<file path="config.mk">
export PLATFORM = sky130hd
export DESIGN_NAME = frame_ram_writer
export DESIGN_NICKNAME = d
export VERILOG_FILES = /design/src/rtl/frame_ram_writer.sv
export SDC_FILE = /design/constraint.sdc
export NUM_CORES = 1
export LEC_CHECK = 0
export ABC_AREA = 1
export BUFFER_PORTS_ARGS = -buffer_cell sky130_fd_sc_hd__buf_2
export CAP_MARGIN = 20
export CORE_UTILIZATION = 50
export DETAILED_ROUTE_END_ITERATION = 8
export PLACE_DENSITY = 0.72
export SYNTH_ARGS = -nofsm -noshare
export SYNTH_HDL_FRONTEND = slang
export SYNTH_SLANG_ARGS = --single-unit
export TNS_END_PERCENT = 10
</file>
<file path="constraint.sdc">
create_clock -name clk -period 3.5 [get_ports clk]
set_input_delay 0.175 -clock clk [delete_from_list [all_inputs] [get_ports clk]]
set_output_delay 0.175 -clock clk [all_outputs]
set_load 0.02 [all_outputs]
</file>
<file path="src/rtl/frame_ram_writer.sv">
// Frame RAM write side: buffers a valid/ready pixel stream and writes it to RAM addresses 0..FRAME_PIXELS-1.
// Optional FRAME_WRITER_CLEAR_EN adds a clear input that fills the frame with CLEAR_VALUE.
module frame_ram_writer #(
   parameter int                DATA_W       = 32,
   parameter int                ADDR_W       = 16,
   parameter int                FRAME_PIXELS = 65536,
   parameter int                FIFO_DEPTH   = 4,
   parameter logic [DATA_W-1:0] CLEAR_VALUE  = '0
) (
   input  logic              clk,
   input  logic              reset,
   input  logic              start,
`ifdef FRAME_WRITER_CLEAR_EN
   input  logic              clear,
`endif
   input  logic              in_valid,
   input  logic [DATA_W-1:0] in_data,
   output logic              in_ready,
   output logic [ADDR_W-1:0] ram_wraddress,
   output logic [DATA_W-1:0] ram_data,
   output logic              ram_wren,
   output logic              busy,
   output logic              frame_done
);

   localparam int PTR_W = $clog2(FIFO_DEPTH);
   localparam int CNT_W = ADDR_W + 1;
   localparam logic [CNT_W-1:0] FRAME_CNT = CNT_W'(FRAME_PIXELS);
   localparam logic [CNT_W-1:0] CNT_ONE   = CNT_W'(1);
   localparam logic [PTR_W:0]   PTR_ONE   = (PTR_W+1)'(1);

   typedef enum logic [1:0] {
      S_IDLE  = 2'd0,
      S_FILL  = 2'd1,
`ifdef FRAME_WRITER_CLEAR_EN
      S_CLEAR = 2'd3,
`endif
      S_DONE  = 2'd2
   } state_t;

   state_t              state_q;
   logic [CNT_W-1:0]    accept_cnt_q, write_cnt_q;
   logic [PTR_W:0]      wr_ptr_q, rd_ptr_q;
   logic [DATA_W-1:0]   mem_q [FIFO_DEPTH];
   logic [ADDR_W-1:0]   ram_wraddress_q;
   logic [DATA_W-1:0]   ram_data_q;
   logic                ram_wren_q;
   logic                fifo_empty, fifo_full, push, pop;

   // Extra pointer bit distinguishes full from empty when the index bits match.
   assign fifo_empty = (wr_ptr_q == rd_ptr_q);
   assign fifo_full  = (wr_ptr_q[PTR_W] != rd_ptr_q[PTR_W]) &&
                       (wr_ptr_q[PTR_W-1:0] == rd_ptr_q[PTR_W-1:0]);
   assign in_ready   = (state_q == S_FILL) && !fifo_full && (accept_cnt_q < FRAME_CNT);
   assign push       = in_valid && in_ready;
   assign pop        = (state_q == S_FILL) && !fifo_empty && (write_cnt_q != FRAME_CNT);

   assign ram_wraddress = ram_wraddress_q;
   assign ram_data      = ram_data_q;
   assign ram_wren      = ram_wren_q;
   assign busy          = (state_q != S_IDLE);
   assign frame_done    = (state_q == S_DONE);

   always_ff @(posedge clk) begin
      if (push) mem_q[wr_ptr_q[PTR_W-1:0]] <= in_data;
   end

   always_ff @(posedge clk or negedge reset) begin
      if (!reset) begin
         state_q         <= S_IDLE;
         accept_cnt_q    <= '0;
         write_cnt_q     <= '0;
         wr_ptr_q        <= '0;
         rd_ptr_q        <= '0;
         ram_wraddress_q <= '0;
         ram_data_q      <= '0;
         ram_wren_q      <= 1'b0;
      end else begin
         ram_wren_q <= 1'b0;
         if (push) begin
            wr_ptr_q     <= wr_ptr_q + PTR_ONE;
            accept_cnt_q <= accept_cnt_q + CNT_ONE;
         end
         case (state_q)
            S_IDLE: begin
`ifdef FRAME_WRITER_CLEAR_EN
               if (clear) begin
                  state_q      <= S_CLEAR;
                  accept_cnt_q <= '0;
                  write_cnt_q  <= '0;
               end else
`endif
               if (start) begin
                  state_q      <= S_FILL;
                  accept_cnt_q <= '0;
                  write_cnt_q  <= '0;
               end
            end
            S_FILL: begin
               if (write_cnt_q == FRAME_CNT) begin
                  state_q <= S_DONE;
               end else if (pop) begin
                  rd_ptr_q        <= rd_ptr_q + PTR_ONE;
                  ram_wren_q      <= 1'b1;
                  ram_wraddress_q <= write_cnt_q[ADDR_W-1:0];
                  ram_data_q      <= mem_q[rd_ptr_q[PTR_W-1:0]];
                  write_cnt_q     <= write_cnt_q + CNT_ONE;
               end
            end
`ifdef FRAME_WRITER_CLEAR_EN
            S_CLEAR: begin
               if (write_cnt_q == FRAME_CNT) begin
                  state_q <= S_DONE;
               end else begin
                  ram_wren_q      <= 1'b1;
                  ram_wraddress_q <= write_cnt_q[ADDR_W-1:0];
                  ram_data_q      <= CLEAR_VALUE;
                  write_cnt_q     <= write_cnt_q + CNT_ONE;
               end
            end
`endif
            S_DONE:  state_q <= S_IDLE;
            default: state_q <= S_IDLE;
         endcase
      end
   end

endmodule

</file>
==> run metrics, run 1 <==
Tmin final 2.30 ns; Die ar. 0.0191 mm²; dpl ws 1.18 ns; PD cells 917 mW/mm²; worst-path maximum fanout 38; Slew @ Worst Pin 0.742 ns; violated checks DRC; Crit. End Element register; net switching power 3.90 mW; Synth Flop Type edfxtp_1; total power draw 10.1 mW; Post-Route Skew 0.0181 ns; Worst path most repeated cell inv_2; Yosys reg bits 219; DP HPWL 11,300 µm; syn_nets 919; vias in the first global route 6,426; Clock Latency Late Sink 0.53 ns; DIE WIDTH 138 µm; # fillers 1,444; crit path kind reg2reg; CTS root buffer clkbuf_16; cts bufs inserted 24; hold_buf cts 34; final WL 19,600 µm; slowest stage delay, CP 0.69 ns; Max Clk Rate 0.435 GHz; Reg clk slew, reported paths 0.06 ns; post-synth cell types 32; PnR worst setup slack 1.20 ns; final hold vios 0; Hold Crit Class in2reg; Clock Power Share 25.1%; Mean Syn Cell Area 10.6 µm²; core area 0.0181 mm²; Comb pwr share 35.5%; Crit-path slowest cell inv_2; Die Height 138 µm; CTS tree done; io pins 88; Post-CTS Resized 0; initial antenna violation count 0; 1st-pass router iterations 7; Port Buffer Count 87; Setup Viol. Count Final 0; Setup Fix Bufs, Post-CTS 0; Slew Viols, Final 0; Data arrival, critical path 2.68 ns; slew margin rel. 50.5%; LEAKAGE 4.60 nW; CTS sink cnt 219; Max VDD drop 709 µV; sum of negative setup slack 0 ns; max-capacitance violation count 0; critical path cell sequence inv_2, nand2_1, nand2_2, nand4_2, nand3_4, inv_2, o21ai_0; GPL Wtd Cong 0.897; area delta synth->final 18.9%; Synth Warn # 0; largest net degree at the start of global routing 79; Multi-input gate area 0.00268 mm²; Internal 6.21 mW; register share of total power 39.4%; Routed WL per cell 15.8 µm; outcome finished, violations left; Mapped Cells 875; total congestion overflow 0; Worst R2R Setup Slack 1.20 ns; nets 1,039; Synth async-reset ratio 41.6%; H-tree depth 1; FF/Latch Area 0.00612 mm²; Seq/Total Area, Yosys 66.0%; Hold Worst Slack 0.0690 ns; DRC violations left 12; number of synthesized flops with an enable pin 128; RSZ-0062 raised after global routing false; Row Count 49; Sw Share 38.6%; ratio of final minimum period to clock period 65.7%; Max clock buf depth 3; Worst setup SP type register; Critical Path RT 3.88 ns; antenna fix cells 0; placed cells 1,163; Via Count 6,592; Antenna Nets Post-Route 0; starting density of the core 51.3%; Post-Syn Area 0.00928 mm²; DR vias/cell 5.32; GRT Util Overall 21.1%; layout cell share with drive strength beyond 1 16.8%; wire length of the first global-routing pass 32,500 µm; DR iter-0 viols 456; non-filler cells, final 1,240
-- metrics by stage --
| step | instance area (µm²) | utilization, % |
|---|---|---|
| global route | 11000 | 61.0 |
| floorplan | 9280 | - |
| global placement | 9850 | 54.5 |
| finish | 11000 | 61.0 |
| CTS | 11000 | 60.9 |
| detailed placement | 9850 | 54.5 |
-- cells by family after synthesis --
| logic type | Yosys count | share of synthesized area, % |
|---|---|---|
| buf+inv | 97 | 5.30 |
| fa+ha+maj | 8 | 1.08 |
| xor+xnor | 13 | 1.31 |
| simple gates | 392 | 17.5 |
| compound gates | 146 | 8.85 |
| flops | 219 | 66.0 |
-- Yosys cell counts (15+ instances only) --
library cell / count / area (µm²)
nor2_1: 114 / 428
nor3_1: 17 / 85.1
dfrtp_1: 91 / 2280
nand4_1: 15 / 93.8
nand2_1: 206 / 773
o21ai_0: 73 / 365
o22ai_1: 32 / 200
edfxtp_1: 128 / 3840
inv_1: 50 / 188
nand3_1: 28 / 140
o21ai_1: 25 / 125
clkbuf_1: 16 / 60.1
-- routing by layer --
metal  track usage [%]  part of all wire [%]  up-vias
met5                 0                     0        -
met4              5.32                   1.4        0
met3              3.33                   4.9       26
met2              35.4                    48      168
met1              28.9                    46     3200
li1                  -                     -     3198
-- flip-flops by register name, indices dropped and copies added, names as in the netlist --
| signal | cells |
|---|---|
| wr_ptr_q | 3 |
| ram_wraddress | 16 |
| state_q | 2 |
| ram_data | 32 |
| accept_cnt_q | 17 |
| mem_q | 128 |
| rd_ptr_q | 3 |
| ram_wren | 1 |
| write_cnt_q | 17 |
-- worst paths after layout --
kind / from / endpoint / depth (start not counted)
worst max-delay path: rd_ptr_q[1] / rd_ptr_q[1] / 7
worst min-delay path: in_valid / accept_cnt_q[5] / 5
worst max register to register: rd_ptr_q[1] / rd_ptr_q[1] / 7
worst min register to register: ram_data[5] / ram_data[5] / 2
max in group asynchronous: reset / ram_wraddress[7] / 4
min in group asynchronous: reset / ram_data[28] / 2
-- cell type report --
class                           instances  share of cell area [%]
Clock buffer                           35                    6.27
Clock inverter                          7                    1.08
Inverter                               57                    1.94
Multi-Input combinational cell        559                    24.3
Sequential cell                       219                    55.5
Tap cell                              229                    2.60
Timing Repair Buffer                  134                    8.35
-- cell usage in the layout, fill, tap and decap left out, types with 15 or more instances in the layout --
master	synthesis	layout
edfxtp_1	128	128
buf_2	8	86
nor3_1	17	17
dfrtp_1	91	90
o21ai_1	25	25
clkbuf_16	0	24
nand3_1	28	28
o22ai_1	32	32
dlygate4sd3_1	0	34
nand2_1	206	206
o21ai_0	73	73
inv_1	50	49
nor2_1	114	110
nand4_1	15	15
-- critical path, delay by kind of cell (launching register included) --
family,cells,cell delay (ns)
buffers and inverters,2,0.76
AND/OR/NAND/NOR,4,0.55
AO/OA/AOI/OAI,1,0.17
flip-flops,1,0.65
-- power groups by stage --
stage / combinational (mW) / sequential [mW] / clock [mW]
detailed placement: 3.56 / 4.01 / 0
finish: 3.59 / 3.98 / 2.54
global route: 4.04 / 4.06 / 2.69
floorplan: 2.45 / 4.26 / 0
CTS: 3.61 / 3.98 / 2.59
global placement: 3.50 / 4.01 / 0
Note: power is estimated with default switching activity, not from simulation.
==> run 2: changes to the inputs <==
- clock period: 3.5 -> 2.3 ns (I/O delays scaled with it)
==> run metrics, run 2 (synthesis results as in run 1) <==
Max Clk Rate 0.489 GHz; DRC violations left 12; Worst setup SP type register; DR vias/cell 5.24; Hold Crit Class in2async; vias in the first global route 6,414; CTS root buffer clkbuf_16; nets 1,042; Row Count 49; Area after DPL 0.00993 mm²; Crit. End Element register; Max VDD drop 794 µV; worst-path maximum fanout 91; Slew Viols, Final 0; Hold Worst Slack 0.213 ns; RSZ-0062 raised after global routing false; CTS sink cnt 219; outcome finished, violations left; dpl ws 0.277 ns; DP HPWL 11,500 µm; GRT Util Overall 21.0%; Routed WL per cell 15.6 µm; Layout Cell Area excl Fill 0.0110 mm²; CTS tree done; io pins 88; most common cell after layout, fill and taps aside nand2_1; max-capacitance violation count 0; Via Count 6,521; utilization after layout 61.0%; total power draw 15.2 mW; GPL Wtd Cong 0.907; Port Buffer Count 87; PD cells 1380 mW/mm²; starting density of the core 51.3%; Data arrival, critical path 2.44 ns; antenna fix cells 0; Die ar. 0.0191 mm²; 1st-pass router iterations 7; wire length of the first global-routing pass 32,300 µm; most frequent cells in the layout 206 x nand2_1, 128 x edfxtp_1, 110 x nor2_1, 90 x dfrtp_1, 86 x buf_2; final WL 19,400 µm; PnR worst setup slack 0.254 ns; crit path kind reg2reg; slew margin rel. 47.2%; DIE WIDTH 138 µm; core area 0.0181 mm²; initial antenna violation count 0; largest net degree at the start of global routing 92; total congestion overflow 0; Die Height 138 µm; Critical Path RT 2.69 ns; Tmin final 2.05 ns; Setup Viol. Count Final 0; Post-Route Skew 0.0137 ns; ratio of final minimum period to clock period 89.0%; LEAKAGE 4.60 nW; Setup Fix Bufs, Post-CTS 0; Slew @ Worst Pin 0.792 ns; cts bufs inserted 23; Antenna Nets Post-Route 0; Clock Latency Late Sink 0.52 ns; max reg flops 128; Reg clk slew, reported paths 0.06 ns; Max clock buf depth 3; violated checks DRC; H-tree depth 1; area delta synth->final 18.9%; DR iter-0 viols 442; layout cell share with drive strength beyond 1 16.6%; final hold vios 0
## run 2: final timing paths
kind / start / end / slack, ns / depth (start not counted)
setup / recovery: write_cnt_q[8] / write_cnt_q[12] / 0.25 / 9
hold / removal: reset / accept_cnt_q[12] / 0.21 / 2
setup reg to reg: write_cnt_q[8] / write_cnt_q[12] / 0.25 / 9
hold reg to reg: ram_data[29] / ram_data[29] / 0.47 / 2
max in group asynchronous: reset / ram_wraddress[7] / 1.37 / 3
min in group clk: in_data[11] / mem_q[2][11] / 0.35 / 2
## run 2: report_power, final
part | internal, mW | total, mW | switching, mW
combinational | 1.76 | 5.56 | 3.81
clock | 2.18 | 3.65 | 1.47
sequential | 5.45 | 6.03 | 0.581
total | 9.38 | 15.2 | 5.86
## run 2: final cells by class
class	count	area, µm²
fill	1437	7050
sequential	219	6120
clock inverter	8	101
multi-input combinational	559	2680
timing repair buffer	138	983
tap	229	287
clock buffer	34	647
inverter	57	214
## run 2: worst max-delay path, cell delays in order (launching register included)
cell and delay, ns:
dfrtp_1 0.42, inv_1 0.19, nand4_1 0.11, nor2_1 0.20, nand2_1 0.16, nand3_4 0.11, buf_12 0.33, nand2_2 0.21
nand2_1 0.11, nand2_1 0.07
## run 2: per-layer routing
| metal | track usage [%] | vias up | part of all wire, % |
|---|---|---|---|
| li1 | - | 3211 | - |
| met1 | 28.1 | 3105 | 44 |
| met2 | 36.2 | 180 | 49 |
| met3 | 3.39 | 25 | 5.4 |
| met4 | 5.03 | 0 | 1.5 |
| met5 | 0 | - | 0 |
## run 2: per-stage QoR
step | TNS [ns] | std cells
after global routing | 0 | 1244
final | 0 | 1244
after global placement | 0 | 1167
after detailed placement | 0 | 1167
after CTS | 0 | 1244
after floorplan | -64.10 | 875
## run 2: timing repair
action / CTS / global route
hold buffers: 35 / 0
endpoints found under the hold margin: 188 / 0
resized for setup: 0 / 0
